## config.mk

```make
export PLATFORM = sky130hd
export DESIGN_NAME = word_byte_serializer_flat
export DESIGN_NICKNAME = d
export VERILOG_FILES = /design/src/rtl/word_byte_serializer_if.sv /design/src/rtl/word_byte_serializer.sv /design/src/flat_wrapper.sv
export SDC_FILE = /design/constraint.sdc
export NUM_CORES = 1
export LEC_CHECK = 0
export ABC_AREA = 1
export CAP_MARGIN = 30
export CORE_MARGIN = 3
export CORE_UTILIZATION = 57
export CTS_BUF_LIST = sky130_fd_sc_hd__clkbuf_2 sky130_fd_sc_hd__clkbuf_4 sky130_fd_sc_hd__clkbuf_8
export CTS_CLUSTER_SIZE = 24
export DETAILED_ROUTE_END_ITERATION = 8
export PLACE_DENSITY = 0.95
export SYNTH_ARGS = -nofsm -noshare
export SYNTH_HDL_FRONTEND = slang
export SYNTH_SLANG_ARGS = --single-unit
export TNS_END_PERCENT = 10
```

## constraint.sdc

```tcl
create_clock -name clk -period 1.45 [get_ports clk]
set_input_delay 0.2175 -clock clk [delete_from_list [all_inputs] [get_ports clk]]
set_output_delay 0.2175 -clock clk [all_outputs]
set_load 0.03 [all_outputs]
```

## src/rtl/word_byte_serializer_if.sv

```systemverilog
// Handshake bundle between a 32-bit word producer and a byte-stream consumer.
// The serializer takes the slave modport; whoever feeds it takes the master modport.
interface word_byte_serializer_if;
  logic [31:0] in_data;
  logic        in_valid;
  logic        in_ready;
  logic [7:0]  out_data;
  logic        out_valid;
  logic        out_ready;
  logic [1:0]  out_idx;
  logic        out_last;
  logic        busy;

  modport master (
    output in_data, in_valid, out_ready,
    input  in_ready, out_data, out_valid, out_idx, out_last, busy
  );

  modport slave (
    input  in_data, in_valid, out_ready,
    output in_ready, out_data, out_valid, out_idx, out_last, busy
  );
endinterface

```

## src/rtl/word_byte_serializer.sv

```systemverilog
// Serializes 32-bit words into a byte stream, one byte per cycle.
// A one-word pending buffer lets back-to-back words flow without a bubble.
module word_byte_serializer #(
  parameter bit MSB_FIRST = 1'b1
) (
  input  logic                          clk,
  input  logic                          reset,
  word_byte_serializer_if.slave         bus
);

  typedef enum logic {IDLE, SEND} state_t;

  state_t      state_q, state_d;
  logic [31:0] cur_q, cur_d;
  logic [31:0] pend_q, pend_d;
  logic        pendV_q, pendV_d;
  logic [1:0]  cnt_q, cnt_d;

  logic        inXfer;
  logic        outXfer;
  logic [1:0]  byteSel;

  always_ff @(posedge clk) begin
    if (reset) begin
      state_q <= IDLE;
      cur_q   <= '0;
      pend_q  <= '0;
      pendV_q <= 1'b0;
      cnt_q   <= '0;
    end else begin
      state_q <= state_d;
      cur_q   <= cur_d;
      pend_q  <= pend_d;
      pendV_q <= pendV_d;
      cnt_q   <= cnt_d;
    end
  end

  assign inXfer  = bus.in_valid && !pendV_q;
  assign outXfer = (state_q == SEND) && bus.out_ready;

  always_comb begin
    state_d = state_q;
    cur_d   = cur_q;
    pend_d  = pend_q;
    pendV_d = pendV_q;
    cnt_d   = cnt_q;
    unique case (state_q)
      IDLE: begin
        if (inXfer) begin
          cur_d   = bus.in_data;
          cnt_d   = 2'd0;
          state_d = SEND;
        end
      end
      SEND: begin
        if (outXfer && cnt_q == 2'd3) begin
          // Word done: the pending word wins; otherwise a fresh word goes straight to cur.
          if (pendV_q) begin
            cur_d   = pend_q;
            pendV_d = 1'b0;
            cnt_d   = 2'd0;
          end else if (inXfer) begin
            cur_d = bus.in_data;
            cnt_d = 2'd0;
          end else begin
            state_d = IDLE;
          end
        end else begin
          if (outXfer) begin
            cnt_d = cnt_q + 2'd1;
          end
          if (inXfer) begin
            pend_d  = bus.in_data;
            pendV_d = 1'b1;
          end
        end
      end
      default: state_d = IDLE;
    endcase
  end

  assign byteSel = MSB_FIRST ? (2'd3 - cnt_q) : cnt_q;

  assign bus.in_ready  = !pendV_q;
  assign bus.out_valid = (state_q == SEND);
  assign bus.out_data  = cur_q[{byteSel, 3'b000} +: 8];
  assign bus.out_idx   = cnt_q;
  assign bus.out_last  = (state_q == SEND) && (cnt_q == 2'd3);
  assign bus.busy      = (state_q == SEND) || pendV_q;

endmodule

```

## src/flat_wrapper.sv

```systemverilog
// flat-port wrapper written by rule: the top's interface ports become plain ports
module word_byte_serializer_flat 
#(
  parameter bit MSB_FIRST = 1'b1
)
  (clk, reset, bus_in_data, bus_in_valid, bus_out_ready, bus_in_ready, bus_out_data, bus_out_valid, bus_out_idx, bus_out_last, bus_busy);
  word_byte_serializer_if bus_i ();
  input  logic clk;
  input  logic reset;
  input wire logic [$bits(bus_i.in_data)-1:0] bus_in_data;
  input wire logic [$bits(bus_i.in_valid)-1:0] bus_in_valid;
  input wire logic [$bits(bus_i.out_ready)-1:0] bus_out_ready;
  output wire logic [$bits(bus_i.in_ready)-1:0] bus_in_ready;
  output wire logic [$bits(bus_i.out_data)-1:0] bus_out_data;
  output wire logic [$bits(bus_i.out_valid)-1:0] bus_out_valid;
  output wire logic [$bits(bus_i.out_idx)-1:0] bus_out_idx;
  output wire logic [$bits(bus_i.out_last)-1:0] bus_out_last;
  output wire logic [$bits(bus_i.busy)-1:0] bus_busy;
  assign bus_i.in_data = bus_in_data;
  assign bus_i.in_valid = bus_in_valid;
  assign bus_i.out_ready = bus_out_ready;
  assign bus_in_ready = bus_i.in_ready;
  assign bus_out_data = bus_i.out_data;
  assign bus_out_valid = bus_i.out_valid;
  assign bus_out_idx = bus_i.out_idx;
  assign bus_out_last = bus_i.out_last;
  assign bus_busy = bus_i.busy;
  word_byte_serializer #(.MSB_FIRST(MSB_FIRST)) u_core (.clk(clk), .reset(reset), .bus(bus_i));
endmodule
```

==> impl_metrics.py <==
metrics = {
    "timing": {
        "setup_viol": 23,
        "max_slew_margin_pct": 65.2,
        "rsz0062_at_grt": "yes",
        "fin_tns_setup_ns": -2.75,
        "fmax_ghz": 0.562,
        "worst_pin_slew_ns": 0.521,
        "finalHoldViolations": 0,
        "fin_worst_skew_ns": 0.00790,
        "layout_setup_ws_ns": -0.330,
        "fin_crit_ns": 1.78,
        "holdWs_ns": 0.489,
        "maxSlewViolCount": 0,
        "period_share_pct": 123,
    },
    "cts": {
        "clk_pin_slew_ns": 0.08,
        "tritoncts": "built",
        "clk_latency_ns": 0.35,
        "holdBufCountCts": 0,
        "clockBufferDepth": 2,
        "cts-buffers-inserted": 9,
        "clock_sinks": 68,
        "cts_root_buf": "clkbuf_8",
        "htree_levels": 3,
    },
    "worst_setup_path": {
        "critPathKind": "register to output port",
        "cp-end-kind": "output port",
        "cp.arrival_ns": 1.56,
        "worstPathRequired_ns": 1.23,
        "crit_fanout": 8,
        "cp-start-kind": "register",
    },
    "synth": {
        "synth_most_common_cell": "nand2_1",
        "synth-compound-area-share_pct": 14.1,
        "yosys-top-cells-area": "dfxtp_1 38%, nand2_1 18%, nor2_1 12%",
        "synth_nets": 602,
        "synth_cells": 565,
        "ys_seq_elements": 68,
        "synth_area_mm2": 0.00356,
        "yosysTopAreaCell": "dfxtp_1",
        "synth_xor_area_share_pct": 0,
        "muxShareOfSynthArea_pct": 0,
        "synth_edf_count": 0,
        "synth.distinct_cells": 23,
        "synth_warnings": 0,
        "synth-simple-area-share_pct": 32.9,
        "yosys.area_share.adder_pct": 0.352,
        "synth_ff_type": "dfxtp_1",
        "yosysSeqAreaShare_pct": 38.3,
        "synth-async-reset-ratio_pct": 0,
        "yosys-top-cells-count": "166 x nand2_1, 117 x nor2_1, 74 x inv_1",
        "synth.avg_cell_area_um2": 6.30,
        "yosys.area.top_type_share_pct": 38.3,
        "synth_top_family_by_area": "simple AND/OR/NAND/NOR gates",
    },
    "route": {
        "ant_nets": 0,
        "drtIter0Drc": 556,
        "remaining_drc_errors": 0,
        "viasPerCell": 5.56,
        "wire_per_inst_um": 15.4,
        "firstDrtPassIters": 6,
        "dr_total_vias": 3922,
        "finalWirelength_um": 10800,
    },
    "floorplan": {
        "die_w_um": 85.0,
        "start_util_pct": 59.4,
        "design.die.area_mm2": 0.00722,
        "num_rows": 28,
        "pin_count": 50,
        "die_y_um": 85.0,
        "coreArea_mm2": 0.00599,
    },
    "grt": {
        "grt_max_degree": 65,
        "grt_pass1_wl_um": 16100,
        "grt_pass1_vias": 3605,
        "grt-ovfl-total": 0,
        "track_usage_pct": 27.7,
        "antenna_found_initial": 0,
    },
    "layout": {
        "antenna_cells": 0,
        "fin_nets": 663,
        "stdcell_count": 705,
        "fin_util_pct": 77.5,
        "drive_gt1_share_pct": 16.7,
        "syn2layout_area_growth_pct": 30.6,
    },
    "power": {
        "power.density_mw_per_mm2": 1070,
        "ir_drop_mv": 0.707,
        "power_frac_comb_pct": 25.6,
        "pwr-share-seq_pct": 43.2,
        "switching_power_mw": 1.58,
        "cellLeakagePower_nw": 2.20,
        "intPower_mw": 3.39,
        "p_sw_share_pct": 31.9,
        "clkPwrFrac_pct": 31.2,
    },
    "run_status": {
        "status": "complete, but fails checks",
        "violations": "negative setup slack",
    },
    "place": {
        "placed_cells": 681,
        "globalplace.congestion": 0.895,
        "numPortBuffers": 49,
        "place_hpwl_um": 5930,
        "post-place-ws_ns": -0.325,
    },
    "flow_run": {
        "cap_violations": 0,
    },
    "hold_path": {
        "hp-class": "register to register",
    },
}
-- worst paths after layout --
check	start	endpoint	slack, ns	cells after the start
setup / recovery	u_core.bus.out_idx[0]$_SDFFE_PP0P_	bus_out_data[5]	-0.33	5
hold reg to reg	u_core.pend_q[20]$_SDFFE_PP0P_	u_core.pend_q[20]$_SDFFE_PP0P_	0.49	2
hold / removal	u_core.pend_q[20]$_SDFFE_PP0P_	u_core.pend_q[20]$_SDFFE_PP0P_	0.49	2
setup reg to reg	u_core.bus.out_idx[0]$_SDFFE_PP0P_	u_core.pend_q[14]$_SDFFE_PP0P_	-0.12	7
-- state kept, by name, summed over array words and instances (netlist names) --
register              cells
u_core.bus.out_valid      1
u_core.pend_q            32
u_core.cur_q             32
u_core.pendV_q            1
u_core.bus.out_idx        2
-- power by group through the flow --
stage	registers [mW]	clock network [mW]	logic (mW)
6_report	2.15	1.55	1.27
5_1_grt	2.15	1.61	1.38
4_1_cts	2.13	1.52	1.17
3_5_place_dp	2.16	0	1.09
3_3_place_gp	2.15	0	1.05
2_1_floorplan	2.15	0	0.743
-- layout by cell type (no fill, tap or decap), drive strengths merged --
master | netlist | final
a21oi | 34 | 34
a31oi | 1 | 1
buf | 22 | 43
clkbuf | 11 | 17
clkdlybuf4s50 | 0 | 35
clkinv | 1 | 2
clkinvlp | 0 | 1
dfxtp | 68 | 68
dlygate4sd2 | 0 | 1
ha | 1 | 1
inv | 76 | 75
nand2 | 170 | 170
nand3 | 5 | 5
nor2 | 119 | 120
nor4 | 1 | 1
o21ai | 48 | 48
o22ai | 8 | 8
-- worst max-delay path, stage by stage, from the launching register on --
cell and delay [ns]:
dfxtp_2 0.33, buf_6 0.13, buf_12 0.13, o21ai_0 0.30, o22ai_2 0.16, buf_6 0.16
-- what timing repair did --
action	CTS	global route
setup endpoints to repair	46	68
buffers inserted	5	1
pin swaps	3	2
resized for setup	47	22
gates cloned	1	2
-- routing by layer --
metal / up-vias / part of all wire, % / GRT usage [%]
li1: 1831 / - / -
met1: 1749 / 36 / 31.6
met2: 267 / 49 / 48.6
met3: 75 / 9.4 / 6.31
met4: 0 / 5.6 / 13.4
met5: - / 0 / 0
-- through the flow --
step / total power [mW] / cell area (µm²)
floorplan: 2.89 / 3610
global placement: 3.20 / 4220
detailed placement: 3.25 / 4220
CTS: 4.83 / 4550
global route: 5.15 / 4640
finish: 4.97 / 4640
-- cells by family (layout without fill, tap and decap cells) --
family	count (synthesis)	count (layout)
AND/OR/NAND/NOR	295	296
buffers and inverters	110	174
AO/OA/AOI/OAI	91	91
flip-flops	68	68
adder cells (fa/ha/maj)	1	1
-- final cells by class --
cell class | instances | area, µm²
timing repair buffer | 82 | 890
inverter | 77 | 293
clock buffer | 14 | 186
fill | 401 | 1350
tap | 75 | 93.8
multi-input combinational | 388 | 1810
sequential | 68 | 1370
clock inverter | 1 | 5.00
(Power assumes the default switching activity.)
